$ cat config.mk
export PLATFORM = sky130hd
export DESIGN_NAME = plot_scheduler
export DESIGN_NICKNAME = d
export VERILOG_FILES = /design/src/rtl/plot_scheduler.sv
export SDC_FILE = /design/constraint.sdc
export NUM_CORES = 1
export LEC_CHECK = 0
export ABC_AREA = 0
export ABC_CLOCK_PERIOD_IN_PS = 5800
export BUFFER_PORTS_ARGS = -buffer_cell sky130_fd_sc_hd__buf_4
export CAP_MARGIN = 20
export CORE_ASPECT_RATIO = 0.6
export CORE_MARGIN = 2
export CORE_UTILIZATION = 53
export CTS_CLUSTER_SIZE = 24
export DETAILED_ROUTE_END_ITERATION = 6
export GPL_ROUTABILITY_DRIVEN = 0
export PLACE_DENSITY = 0.95
export SYNTH_ARGS = -nofsm -noshare
export SYNTH_HDL_FRONTEND = slang
export SYNTH_SLANG_ARGS = --single-unit
$ cat constraint.sdc
create_clock -name clk -period 5.8 [get_ports clk]
set_input_delay 0.87 -clock clk [delete_from_list [all_inputs] [get_ports clk]]
set_output_delay 0.87 -clock clk [all_outputs]
set_load 0.05 [all_outputs]
$ cat src/rtl/plot_scheduler.sv
// Round-robin arbiter sharing one VGA pixel-write port between NREQ object updaters.
// Define PLOT_SCHED_ERASE_EN to erase each object's old rectangle before drawing the new one.
module plot_scheduler #(
    parameter int         NREQ      = 3,
    parameter logic [2:0] BG_COLOUR = 3'b000,
    parameter int         MAX_X     = 159,
    parameter int         MAX_Y     = 119
) (
    input  logic              clk,
    input  logic              resetn,
    input  logic [NREQ-1:0]   req,
    input  logic [8*NREQ-1:0] req_newx,
    input  logic [7*NREQ-1:0] req_newy,
    input  logic [8*NREQ-1:0] req_oldx,
    input  logic [7*NREQ-1:0] req_oldy,
    input  logic [8*NREQ-1:0] req_sizex,
    input  logic [7*NREQ-1:0] req_sizey,
    input  logic [3*NREQ-1:0] req_colour,
    output logic [NREQ-1:0]   ack,
    output logic              busy,
    output logic [7:0]        vga_x,
    output logic [6:0]        vga_y,
    output logic [2:0]        vga_colour,
    output logic              vga_plot
);

    localparam int PW = (NREQ > 1) ? $clog2(NREQ) : 1;

`ifdef PLOT_SCHED_ERASE_EN
    typedef enum logic [1:0] {IDLE = 2'd0, ERASE = 2'd1, DRAW = 2'd2, DONE = 2'd3} state_t;
`else
    typedef enum logic [1:0] {IDLE = 2'd0, DRAW = 2'd2, DONE = 2'd3} state_t;
`endif

    state_t          state, stateNext;
    logic [PW-1:0]   rrPtr, granted, grantIdx;
    logic            grantFound;
    logic [7:0]      cx, cxNext;
    logic [6:0]      cy, cyNext;
    logic [7:0]      newX, sizeX;
    logic [6:0]      newY, sizeY;
    logic [2:0]      colour;
    logic [7:0]      selSizeX;
    logic [6:0]      selSizeY;
    logic [7:0]      baseX;
    logic [6:0]      baseY;
    logic [8:0]      sumX;
    logic [7:0]      sumY;
    logic            scanning, inBounds, lastCol, lastRow;

    function automatic logic [PW-1:0] wrapIdx(input logic [PW-1:0] base, input int off);
        int s;
        s = int'(base) + off;
        if (s >= NREQ) s = s - NREQ;
        return PW'(s);
    endfunction

    // Lowest offset from rrPtr wins, so iterate from the far end and let nearer hits overwrite.
    always_comb begin
        grantFound = 1'b0;
        grantIdx   = '0;
        for (int i = NREQ - 1; i >= 0; i--) begin
            if (req[wrapIdx(rrPtr, i)]) begin
                grantFound = 1'b1;
                grantIdx   = wrapIdx(rrPtr, i);
            end
        end
    end

    assign selSizeX = req_sizex[8*int'(grantIdx) +: 8];
    assign selSizeY = req_sizey[7*int'(grantIdx) +: 7];

`ifdef PLOT_SCHED_ERASE_EN
    logic [7:0] oldX;
    logic [6:0] oldY;
    always_ff @(posedge clk) begin
        if (state == IDLE && grantFound) begin
            oldX <= req_oldx[8*int'(grantIdx) +: 8];
            oldY <= req_oldy[7*int'(grantIdx) +: 7];
        end
    end
    assign baseX = (state == DRAW) ? newX : oldX;
    assign baseY = (state == DRAW) ? newY : oldY;
`else
    logic unusedOld;
    assign unusedOld = ^{req_oldx, req_oldy};
    assign baseX = newX;
    assign baseY = newY;
`endif

    always_ff @(posedge clk) begin
        if (state == IDLE && grantFound) begin
            newX   <= req_newx[8*int'(grantIdx) +: 8];
            newY   <= req_newy[7*int'(grantIdx) +: 7];
            sizeX  <= selSizeX;
            sizeY  <= selSizeY;
            colour <= req_colour[3*int'(grantIdx) +: 3];
        end
    end

    always_ff @(posedge clk or negedge resetn) begin
        if (!resetn) begin
            state   <= IDLE;
            rrPtr   <= '0;
            granted <= '0;
            cx      <= '0;
            cy      <= '0;
        end else begin
            state <= stateNext;
            cx    <= cxNext;
            cy    <= cyNext;
            if (state == IDLE && grantFound) granted <= grantIdx;
            if (state == DONE) rrPtr <= (granted == PW'(NREQ - 1)) ? '0 : granted + 1'b1;
        end
    end

    // Sums are one bit wider than the screen coordinates so off-screen pixels never wrap back on.
    assign sumX     = {1'b0, baseX} + {1'b0, cx};
    assign sumY     = {1'b0, baseY} + {1'b0, cy};
    assign inBounds = (sumX <= 9'(MAX_X)) && (sumY <= 8'(MAX_Y));
    assign lastCol  = (cx == sizeX - 8'd1);
    assign lastRow  = (cy == sizeY - 7'd1);

    always_comb begin
        stateNext = state;
        cxNext    = cx;
        cyNext    = cy;
        ack       = '0;
        scanning  = 1'b0;
        case (state)
            IDLE: begin
                if (grantFound) begin
                    cxNext = '0;
                    cyNext = '0;
                    if (selSizeX == 8'd0 || selSizeY == 7'd0) stateNext = DONE;
`ifdef PLOT_SCHED_ERASE_EN
                    else stateNext = ERASE;
`else
                    else stateNext = DRAW;
`endif
                end
            end
`ifdef PLOT_SCHED_ERASE_EN
            ERASE,
`endif
            DRAW: begin
                scanning = 1'b1;
                if (lastCol) begin
                    cxNext = '0;
                    if (lastRow) begin
                        cyNext    = '0;
                        stateNext = (state == DRAW) ? DONE : DRAW;
                    end else begin
                        cyNext = cy + 7'd1;
                    end
                end else begin
                    cxNext = cx + 8'd1;
                end
            end
            DONE: begin
                ack[granted] = 1'b1;
                stateNext    = IDLE;
            end
            default: stateNext = IDLE;
        endcase
    end

    assign busy       = (state != IDLE);
    assign vga_plot   = scanning && inBounds;
    assign vga_x      = scanning ? sumX[7:0] : 8'd0;
    assign vga_y      = scanning ? sumY[6:0] : 7'd0;
    assign vga_colour = !scanning ? 3'b000 : (state == DRAW) ? colour : BG_COLOUR;

endmodule

Yosys cells after proc, flatten, opt, wreduce, memory -nomap -nowiden:

Cells that the tools add are included.

* eq/ne operators: 8
* add/subtract/negate cells: 12
* reductions and logical operators: 13
* muxes and demuxes: 36
* shifts and indexed selects: 5
* $lt $le $gt $ge: 10
* $mul: 2

Operator list (number)
* $shiftx 24x6->8: 2
* $shiftx 21x32->7: 1
* $mux 7: 4
* $mux 8: 3
* $shiftx 21x6->7: 1
* $mux 2: 10
* $pmux 8 s2: 1
* $pmux 7 s2: 1
* $lt 2x3->1 const B: 4
* $add 8x8->9: 1
* $le 9x8->1 const B: 1
* $mux 1: 9
* $mux 3: 3
* $shiftx 9x5->3: 1
* $add 7x7->8: 1
* $add 8x1->8 const B: 1
* $eq 8x8->1: 1
* $le 8x7->1 const B: 1
* $logic_not 8->1: 1
* $sub 8x1->8 const B: 1
* $add 7x1->7 const B: 1
* $eq 7x7->1: 1
* $logic_not 7->1: 1
* $sub 7x1->7 const B: 1
* 20 further kinds: 34

* logic and storage cells: 96
* output and inout port bits: 23
* bits in registers: 54

Longest topological paths before layout:

Gate-level depths: netlist of the first run.

* depth in word-level cells: 15
* gate-level depth with buffers: 12

Worst setup path after synthesis of the first run:

No wires, ideal clock.

* path type: register to output
* start point: register cx[0]
* end point: output port vga_plot
* arrival time: 3.041 ns
* stages on the path, launching flop included: 11
* setup slack: 1.889 ns
* cell sequence: dfrtp_1 > ha_1 > fa_1 > a21o_1 > a21oi_1 > o21bai_1 > a21oi_1 > nor2b_1 > o21ai_0 > nand3_1 > nor3_1

* cells in the longest elaborated chain, start to end: 4

Ends and longest elaborated chain
* start: declaration: line 38 `logic [7:0] cx, cxNext;`
* start signal: assignment: line 110 `cx <= cxNext;`
* $add 8x8->9: line 118 `assign sumX = {1'b0, baseX} + {1'b0, cx};`
* $le 9x8->1: line 120 `assign inBounds = (sumX <= 9'(MAX_X)) && (sumY <= 8'(MAX_Y));`
* $logic_and 1x1->1: line 120
* $logic_and 1x1->1: line 169 `assign vga_plot = scanning && inBounds;`
* end: declaration: line 24 `output logic vga_plot`

No other way between the ends.

Worst setup path in the final report of the first run:

* start point: register rrPtr[0]
* end point: register state[0]

* elaborated cells on any way between the ends: 34
* those cells by class: add/sub (5); mul (1); order compare (3); eq/ne (1); shift (2); mux (18); reduce/logical (4)

RTL lines
* start: declaration: line 36 `logic [PW-1:0] rrPtr, granted, grantIdx;`
* start signal: assignment: line 113 `if (state == DONE) rrPtr <= (granted == PW'(NREQ - 1)) ? '0 : granted + 1'b1;`
* $add 2x2->3: line 53 `s = int'(base) + off;`
* $ge 3x2->1 or $sub 2x2->2 (tied branches): line 54 `if (s >= NREQ) s = s - NREQ;`
* $mux 2: line 54
* $bmux 1 s2: line 63 `if (req[wrapIdx(rrPtr, i)]) begin`
* $mux 1 (not written as such): line 63
* $mux 2 (2 in series): line 63
* $mux 2 (*): line 63
* $shiftx 24x6->8 (*): line 70 `assign selSizeX = req_sizex[8*int'(grantIdx) +: 8];`
* net selSizeX[0]: line 43 `logic [7:0] selSizeX;`
* $logic_not 8->1 (*): line 135 `if (selSizeX == 8'd0 || selSizeY == 7'd0) stateNext = DONE;`
* $logic_or 1x1->1 (*): line 135
* $mux 1 (*): line 135
* $mux 2 (*): line 132 `if (grantFound) begin`
* $pmux 2 s2 (*): line 130 `case (state)`
* end signal: assignment: line 109 `state <= stateNext;`
* end: declaration: line 35 `state_t state, stateNext;`

The timed path passes the listed nets; every way through them passes the cells marked *. The select of a mux whose other input is x is not followed.
A chain may end at the register's enable or synchronous reset.

==> flow_summary.rst, run 1 <==
.. list-table::
   :header-rows: 1

   * - Metric
     - Value
   * - Result of the run
     - finished clean
   * - Critical Path Max Stage Delay
     - 0.52 ns
   * - Share of synthesized area spent on multiplexers
     - 0.0803
   * - Number of levels the H-tree was split into
     - 2
   * - Most repeated cell in the gate-level netlist after synthesis
     - o21ai_0
   * - Core region area
     - 0.00733 mm2
   * - Post-synth ARST share
     - 0.389
   * - Netlist cell types
     - 55
   * - Clock share of power
     - 0.353
   * - Logic gate share of total power
     - 0.139
   * - Die span in y
     - 71.6 um
   * - Post-synth EDFFs
     - 33
   * - Area share of and/or/nand/nor cells after synthesis
     - 0.192
   * - Sw frac
     - 0.216
   * - Total non-filler cell area in the finished layout
     - 0.00521 mm2
   * - Time the final worst path needs with I/O delays and setup
     - 4.13 ns
   * - Cell area after placement
     - 0.00507 mm2
   * - Maximum resistive drop on vdd
     - 0.112 mV
   * - Top post-synthesis cells by count
     - 55 x o21ai_0, 46 x nand2_1, 33 x edfxtp_1, 29 x mux2i_1, 29 x nor2_1
   * - Nets in the synthesized netlist
     - 614
   * - Final-report hold violation count
     - 0
   * - Number of buffers added to fix hold violations after cts
     - 0
   * - Worst hold-check path type
     - input port to async pin
   * - TritonCTS clock tree
     - done
   * - Leak
     - 2.36 nW
   * - Sequential power share
     - 0.508
   * - Number of input and output port buffers inserted
     - 126
   * - Top cell family by delay on the critical path
     - compound AO/OA/AOI/OAI gates
   * - Remaining Overflow, GRT
     - 0
   * - Top FF cell, synth
     - edfxtp_1
   * - Post-Synth XOR/XNOR Area
     - 0.0586
   * - Setup TNS after final layout
     - 0 ns
   * - List of cells traversed by the critical path
     - inv_1 -> ha_1 -> nand2b_1 -> a221oi_1 -> o211a_1 -> buf_4 -> mux2_2 -> a22o_1 -> or4_1 -> nor4b_1 -> o2111a_1
   * - Number of failing setup endpoints in the final timing report
     - 0
   * - Unrepaired setup endpoints after global routing
     - false
   * - Post-DP HPWL
     - 8470 um
   * - # resized after CTS
     - 0
   * - Actual transition at the worst max-transition pin
     - 0.976 ns
   * - Layout cells sized above 1
     - 0.260
   * - Fin util
     - 0.711
   * - Post-synthesis register bit count
     - 54
   * - Maximum number of pins on one net before global-route repair
     - 38
   * - Iteration count of the initial detailed-routing pass
     - 6
   * - Post-CTS Setup Bufs
     - 0
   * - Antenna cell count
     - 0
   * - Final wirelength
     - 10900 um
   * - Cell internal pwr
     - 0.636 mW
   * - Final hold slack
     - 0.462 ns
   * - Number of placed I/O pins
     - 172
   * - Number of rows in the core area
     - 24
   * - Global-route wire length before repair
     - 17900 um
   * - Synth area leaders
     - edfxtp_1 25%, dfrtp_1 13%, mux2i_1 7.2%, ha_1 6.8%, o21ai_0 6.8%
   * - P per Cell Area
     - 156 mW/mm2
   * - Inserted Clock Buffers
     - 5
   * - Avg Cell Area, Syn
     - 9.15 um2
   * - Largest clock skew in the final design
     - 0.00291 ns
   * - Cell type of the slowest stage on the worst timing path
     - o211a_1
   * - First-iteration detailed-routing DRC count
     - 404
   * - Worst setup path category
     - flop to flop
   * - Detailed-route DRC error count
     - 0
   * - Area of the mapped netlist
     - 0.00404 mm2
   * - Via count of the first global-routing pass
     - 3888
   * - Arrival time reported for the critical path endpoint
     - 4.36 ns
   * - Main combinational cell family by area after synthesis
     - simple AND/OR/NAND/NOR gates
   * - Horiz. Die Dim
     - 117 um
   * - Sequential fraction of the synthesis area
     - 0.376
   * - Starting Density
     - 0.551
   * - Clock Pin Slew Worst Setup and Hold Paths
     - 0.07 ns
   * - Synthesized-area fraction occupied by ao, oa, aoi and oai cells
     - 0.181
   * - Worst endpoint required time
     - 6.02 ns
   * - Total routing usage reported by global routing
     - 0.270
   * - Clock latency at the later pin of the worst-skew pair
     - 0.29 ns
   * - Number of sinks driven by the clock tree
     - 54
   * - Number of buffers on the longest clock path
     - 2
   * - Clock root buffer
     - clkbuf_16
   * - Number of max-cap violations
     - 0
   * - Max_slew headroom
     - 0.348
   * - Highest clock frequency the design can meet
     - 242 MHz
   * - Minimum setup slack in the final design
     - 1.67 ns
   * - Worst setup slack after placement
     - 1.67 ns
   * - Yosys top cell area share
     - 0.246
   * - Synth-to-layout area growth
     - 29.1%
   * - Maximum fanout along the worst path
     - 37
   * - Drt wl/cell
     - 16.4 um
   * - Antenna violations before repair
     - 0
   * - Net switching power
     - 0.175 mW
   * - Kind of launch point of the worst setup path
     - flop
   * - Die area
     - 0.00835 mm2
   * - Kind of end point of the critical path
     - flop
   * - Slew Limit Fails
     - 0
   * - Share of synthesized cell area in full adder, half adder and majority cells
     - 0.0781
   * - Vias per cell
     - 5.85
   * - Count of synthesis-stage warnings from yosys
     - 0
   * - Post-synthesis cell count
     - 441
   * - Final cycle utilization of the critical path
     - 0.713
   * - Biggest area consumer among synthesized cells
     - edfxtp_1
   * - Routed vias
     - 3896
   * - Total Nets Final
     - 734
   * - Buf+Inv Stages, Crit Path
     - 2
   * - Post-detailed-route count of antenna-violating nets
     - 0
-- sequential cells by signal, summed over array words and instances (netlist names) --
name     flops
sizeX        8
granted      2
baseY        7
rrPtr        2
cy           7
sizeY        7
colour       3
cx           8
baseX        8
state        2
-- metrics by stage --
step	cells	total power [mW]
2_1_floorplan	441	0.462
3_3_place_gp	657	0.527
3_5_place_dp	657	0.531
4_1_cts	665	0.811
5_1_grt	666	0.831
6_report	666	0.811
-- worst reg2reg max path: stages (launching register included) --
cell and delay [ns]:
dfrtp_1 0.38, inv_1 0.08, ha_1 0.47, nand2b_1 0.12, a221oi_1 0.36, o211a_1 0.52
buf_4 0.40, mux2_2 0.39, a22o_1 0.19, or4_1 0.41, nor4b_1 0.47, o2111a_1 0.27
-- cells in the final DEF (no fill, tap or decap), types with 7 or more instances in the layout --
master and count:
xnor2_1 15, nand2_1 46, inv_1 19, o21ai_0 55, nand2b_1 9, a21oi_1 15
nor3_1 8, nor2b_1 9, and2_1 7, ha_1 22, dfrtp_1 21, edfxtp_1 33
nor2_1 29, mux2i_1 29, xor2_1 12, a31oi_1 8, nand3_1 14, buf_4 129
-- cells by family after synthesis --
kind of cell,Yosys count
xor+xnor,27
mux,32
fa+ha+maj,24
simple gates,152
flops,54
compound gates,117
buf+inv,35
-- power groups by stage --
stage          Combinational, mW  Clock [mW]  Sequential (mW)
6_report                   0.113       0.286            0.412
5_1_grt                    0.123       0.296            0.412
4_1_cts                    0.111       0.288            0.412
3_5_place_dp               0.111           0            0.420
3_3_place_gp               0.107           0            0.420
2_1_floorplan             0.0425           0            0.420
-- cell type report --
type | instances | area (um2)
clock inverter | 2 | 8.76
fill | 492 | 2120
tap | 104 | 130
sequential | 54 | 1520
clock buffer | 6 | 129
timing repair buffer | 129 | 968
multi-input combinational | 352 | 2390
inverter | 19 | 71.3
-- per-layer routing --
| metal | part of all wire | vias to the layer above | GRT usage |
|---|---|---|---|
| met4 | 0.021 | 0 | 0.0706 |
| met1 | 0.40 | 1802 | 0.350 |
| met2 | 0.50 | 222 | 0.472 |
| met5 | 0 | - | 0 |
| met3 | 0.083 | 30 | 0.0491 |
| li1 | - | 1842 | - |
-- worst paths after layout --
| kind | startpoint | endpoint | slack [ns] | cells past startpoint |
|---|---|---|---|---|
| max | rrPtr[0] | state[0] | 1.67 | 11 |
| min | resetn | rrPtr[1] | 0.46 | 1 |
| max reg2reg | rrPtr[0] | state[0] | 1.67 | 11 |
| min reg2reg | rrPtr[0] | rrPtr[0] | 0.54 | 1 |
| max in group asynchronous | resetn | cx[1] | 5.11 | 1 |
| min in group clk | rrPtr[0] | rrPtr[0] | 0.54 | 1 |
No activity file was read; power rests on OpenSTA's default activity.
==> run 2: changes to the inputs <==
ABC_CLOCK_PERIOD_IN_PS = 3800   (was 5800)
CORE_UTILIZATION = 44   (was 53)
PLACE_DENSITY = 0.87   (was 0.95)
clock period = 3.8 ns   (was 5.8 ns; I/O delays follow)
==> flow_summary.rst, run 2 (synthesis results as in run 1) <==
.. list-table::
   :header-rows: 1

   * - Metric
     - Value
   * - Result of the run
     - finished clean
   * - Worst setup path category
     - flop to output pin
   * - Layout cells sized above 1
     - 0.268 (+0.00794)
   * - Die area
     - 0.00998 mm2 (+19%)
   * - Final-report hold violation count
     - 0 (unchanged)
   * - Total routing usage reported by global routing
     - 0.216 (-0.0545)
   * - Global-route wire length before repair
     - 17400 um (-3.0%)
   * - P per Cell Area
     - 236 mW/mm2 (+52%)
   * - Worst endpoint required time
     - 3.23 ns (-2.79 ns)
   * - Antenna cell count
     - 0 (unchanged)
   * - Cell area after placement
     - 0.00510 mm2 (+0.74%)
   * - Slew Limit Fails
     - 0 (unchanged)
   * - Via count of the first global-routing pass
     - 3789 (-2.5%)
   * - Minimum setup slack in the final design
     - 0.297 ns (-1.37 ns)
   * - Fin util
     - 0.580 (-0.131)
   * - First-iteration detailed-routing DRC count
     - 250 (-38%)
   * - Worst-case reg-to-reg path depth
     - 10 (-1)
   * - Maximum resistive drop on vdd
     - 0.187 mV (+68%)
   * - Post-DP HPWL
     - 8420 um (-0.53%)
   * - Inserted Clock Buffers
     - 5 (unchanged)
   * - Final wirelength
     - 11000 um (+0.23%)
   * - Worst hold-check path type
     - input port to async pin
   * - Leak
     - 2.37 nW (+0.43%)
   * - Highest clock frequency the design can meet
     - 286 MHz
   * - Clock root buffer
     - clkbuf_16
   * - Logic gate share of total power
     - 0.138 (about the same)
   * - Die span in y
     - 78.2 um (+9.2%)
   * - Number of max-cap violations
     - 0 (unchanged)
   * - Detailed-route DRC error count
     - 0 (unchanged)
   * - Total Nets Final
     - 736 (+0.27%)
   * - Number of levels the H-tree was split into
     - 2 (unchanged)
   * - Iteration count of the initial detailed-routing pass
     - 5 (-1)
   * - Drt wl/cell
     - 16.1 um (-1.8%)
   * - Maximum number of pins on one net before global-route repair
     - 47 (+24%)
   * - Number of buffers on the longest clock path
     - 2 (unchanged)
   * - Core region area
     - 0.00905 mm2 (+24%)
   * - Cell internal pwr
     - 0.970 mW (+53%)
   * - Number of failing setup endpoints in the final timing report
     - 0 (unchanged)
   * - Worst reg2reg startpoint
     - rrPtr[0]
   * - Final cycle utilization of the critical path
     - 0.922
   * - Sw frac
     - 0.217 (+0.00114)
   * - Clock latency at the later pin of the worst-skew pair
     - 0.29 ns (about the same)
   * - Net switching power
     - 0.270 mW (+54%)
   * - Kind of launch point of the worst setup path
     - flop
   * - Antenna violations before repair
     - 0 (unchanged)
   * - Number of input and output port buffers inserted
     - 126 (unchanged)
   * - Fill cell total of the finished layout
     - 742 (+51%)
   * - Commonest cells after routing, fill and taps aside
     - 131 x buf_4, 55 x o21ai_0, 46 x nand2_1
   * - Synth-to-layout area growth
     - 30.2%
   * - Time the final worst path needs with I/O delays and setup
     - 3.50 ns
   * - Max_slew headroom
     - 0.464 (+0.116)
   * - Worst setup slack after placement
     - 0.316 ns (-1.35 ns)
   * - Clock share of power
     - 0.355 (+0.002)
   * - Number of placed I/O pins
     - 172 (unchanged)
   * - Number of sinks driven by the clock tree
     - 54 (unchanged)
   * - Post-CTS Setup Bufs
     - 0 (unchanged)
   * - Routed vias
     - 3898 (+0.051%)
   * - Number of rows in the core area
     - 27 (+13%)
   * - Most common cell after layout, fill and taps aside
     - buf_4
   * - Clock Pin Slew Worst Setup and Hold Paths
     - 0.07 ns (about the same)
   * - Kind of end point of the critical path
     - output pin
   * - Arrival time reported for the critical path endpoint
     - 2.93 ns (-1.43 ns)
   * - Sequential power share
     - 0.507 (about the same)
   * - TritonCTS clock tree
     - done
   * - Largest clock skew in the final design
     - 0.00402 ns (+0.00111 ns)
   * - Remaining Overflow, GRT
     - 0 (unchanged)
   * - Post-detailed-route count of antenna-violating nets
     - 0 (unchanged)
   * - Maximum fanout along the worst path
     - 6 (-84%)
   * - Unrepaired setup endpoints after global routing
     - false
   * - Horiz. Die Dim
     - 128 um (+9.4%)
   * - Final hold slack
     - 0.162 ns (-0.301 ns)
   * - Actual transition at the worst max-transition pin
     - 0.803 ns (-0.173 ns)
   * - Setup TNS after final layout
     - 0 ns (unchanged)
   * - Starting Density
     - 0.446 (-0.105)
   * - Vias per cell
     - 5.73 (-2.0%)
   * - Total non-filler cell area in the finished layout
     - 0.00526 mm2 (+0.84%)
   * - Slack of the worst reg-to-reg path
     - 0.34 ns (-1.33 ns)
   * - Worst flop-to-flop path endpoint
     - state[0]
==> run 2: cell types whose count changed in the layout (fill, tap and decap cells not counted) <==
cell | before | now
a21oi_1 | 15 | 14
a21oi_2 | 0 | 1
buf_4 | 129 | 131
clkbuf_1 | 1 | 0
clkinvlp_4 | 0 | 1
nor4b_1 | 2 | 1
nor4b_2 | 0 | 1
==> run 2: power groups by stage <==
stage | sequential [mW] | clock, mW | combinational, mW
after global routing | 0.628 | 0.462 | 0.187
after CTS | 0.629 | 0.444 | 0.170
after global placement | 0.641 | 0 | 0.164
final | 0.629 | 0.440 | 0.171
after floorplan | 0.641 | 0 | 0.0648
after detailed placement | 0.641 | 0 | 0.170
==> run 2: critical path, cell delays in order, from the launching register on <==
cell	delay [ns]
dfrtp_1	0.47
ha_1	0.27
fa_1	0.41
a21o_1	0.17
a21oi_1	0.21
o21bai_1	0.14
a21oi_2	0.19
nor2b_1	0.06
o21ai_0	0.18
nand3_1	0.10
nor3_1	0.22
buf_4	0.23
==> run 2: repair_timing <==
action | in CTS | in global routing
endpoints found under the setup margin | 0 | 2
hold buffers | 0 | 0
gates resized for setup | 0 | 2
hold endpoints to repair | 0 | 0
==> run 2: area by class of cell <==
type	instances	area, um2	share of cell area
inverters	19	71.3	0.0136
flip-flops and latches	54	1520	0.289
clock inverters	3	16.3	0.00310
multi-input cells	352	2400	0.456
repair buffers	131	983	0.187
well taps	116	145	0.0276
clock buffers	5	125	0.0238
==> run 2: worst max path at each step <==
stage,end,start,slack [ns],depth (start not counted)
finish,vga_plot,cx[0],0.30,11
global route,vga_plot,cx[0],0.06,11
CTS,vga_plot,cx[0],0.24,11
detailed placement,state[0],rrPtr[0],0.32,10
global placement,state[0],rrPtr[0],0.47,10
floorplan,vga_plot,cx[0],0.19,10
==> run 2: through the flow <==
stage | instances | power (mW)
4_1_cts | 680 | 1.24
3_5_place_dp | 672 | 0.811
6_report | 680 | 1.24
2_1_floorplan | 441 | 0.706
5_1_grt | 680 | 1.28
3_3_place_gp | 672 | 0.805
==> run 2: routing by layer <==
metal / part of all wire / wire, um / up-vias / GRT usage
li1: - / - / 1845 / -
met1: 0.42 / 4600 / 1840 / 0.271
met2: 0.48 / 5290 / 179 / 0.373
met3: 0.071 / 776 / 34 / 0.0395
met4: 0.027 / 299 / 0 / 0.0802
met5: 0 / 0 / - / 0
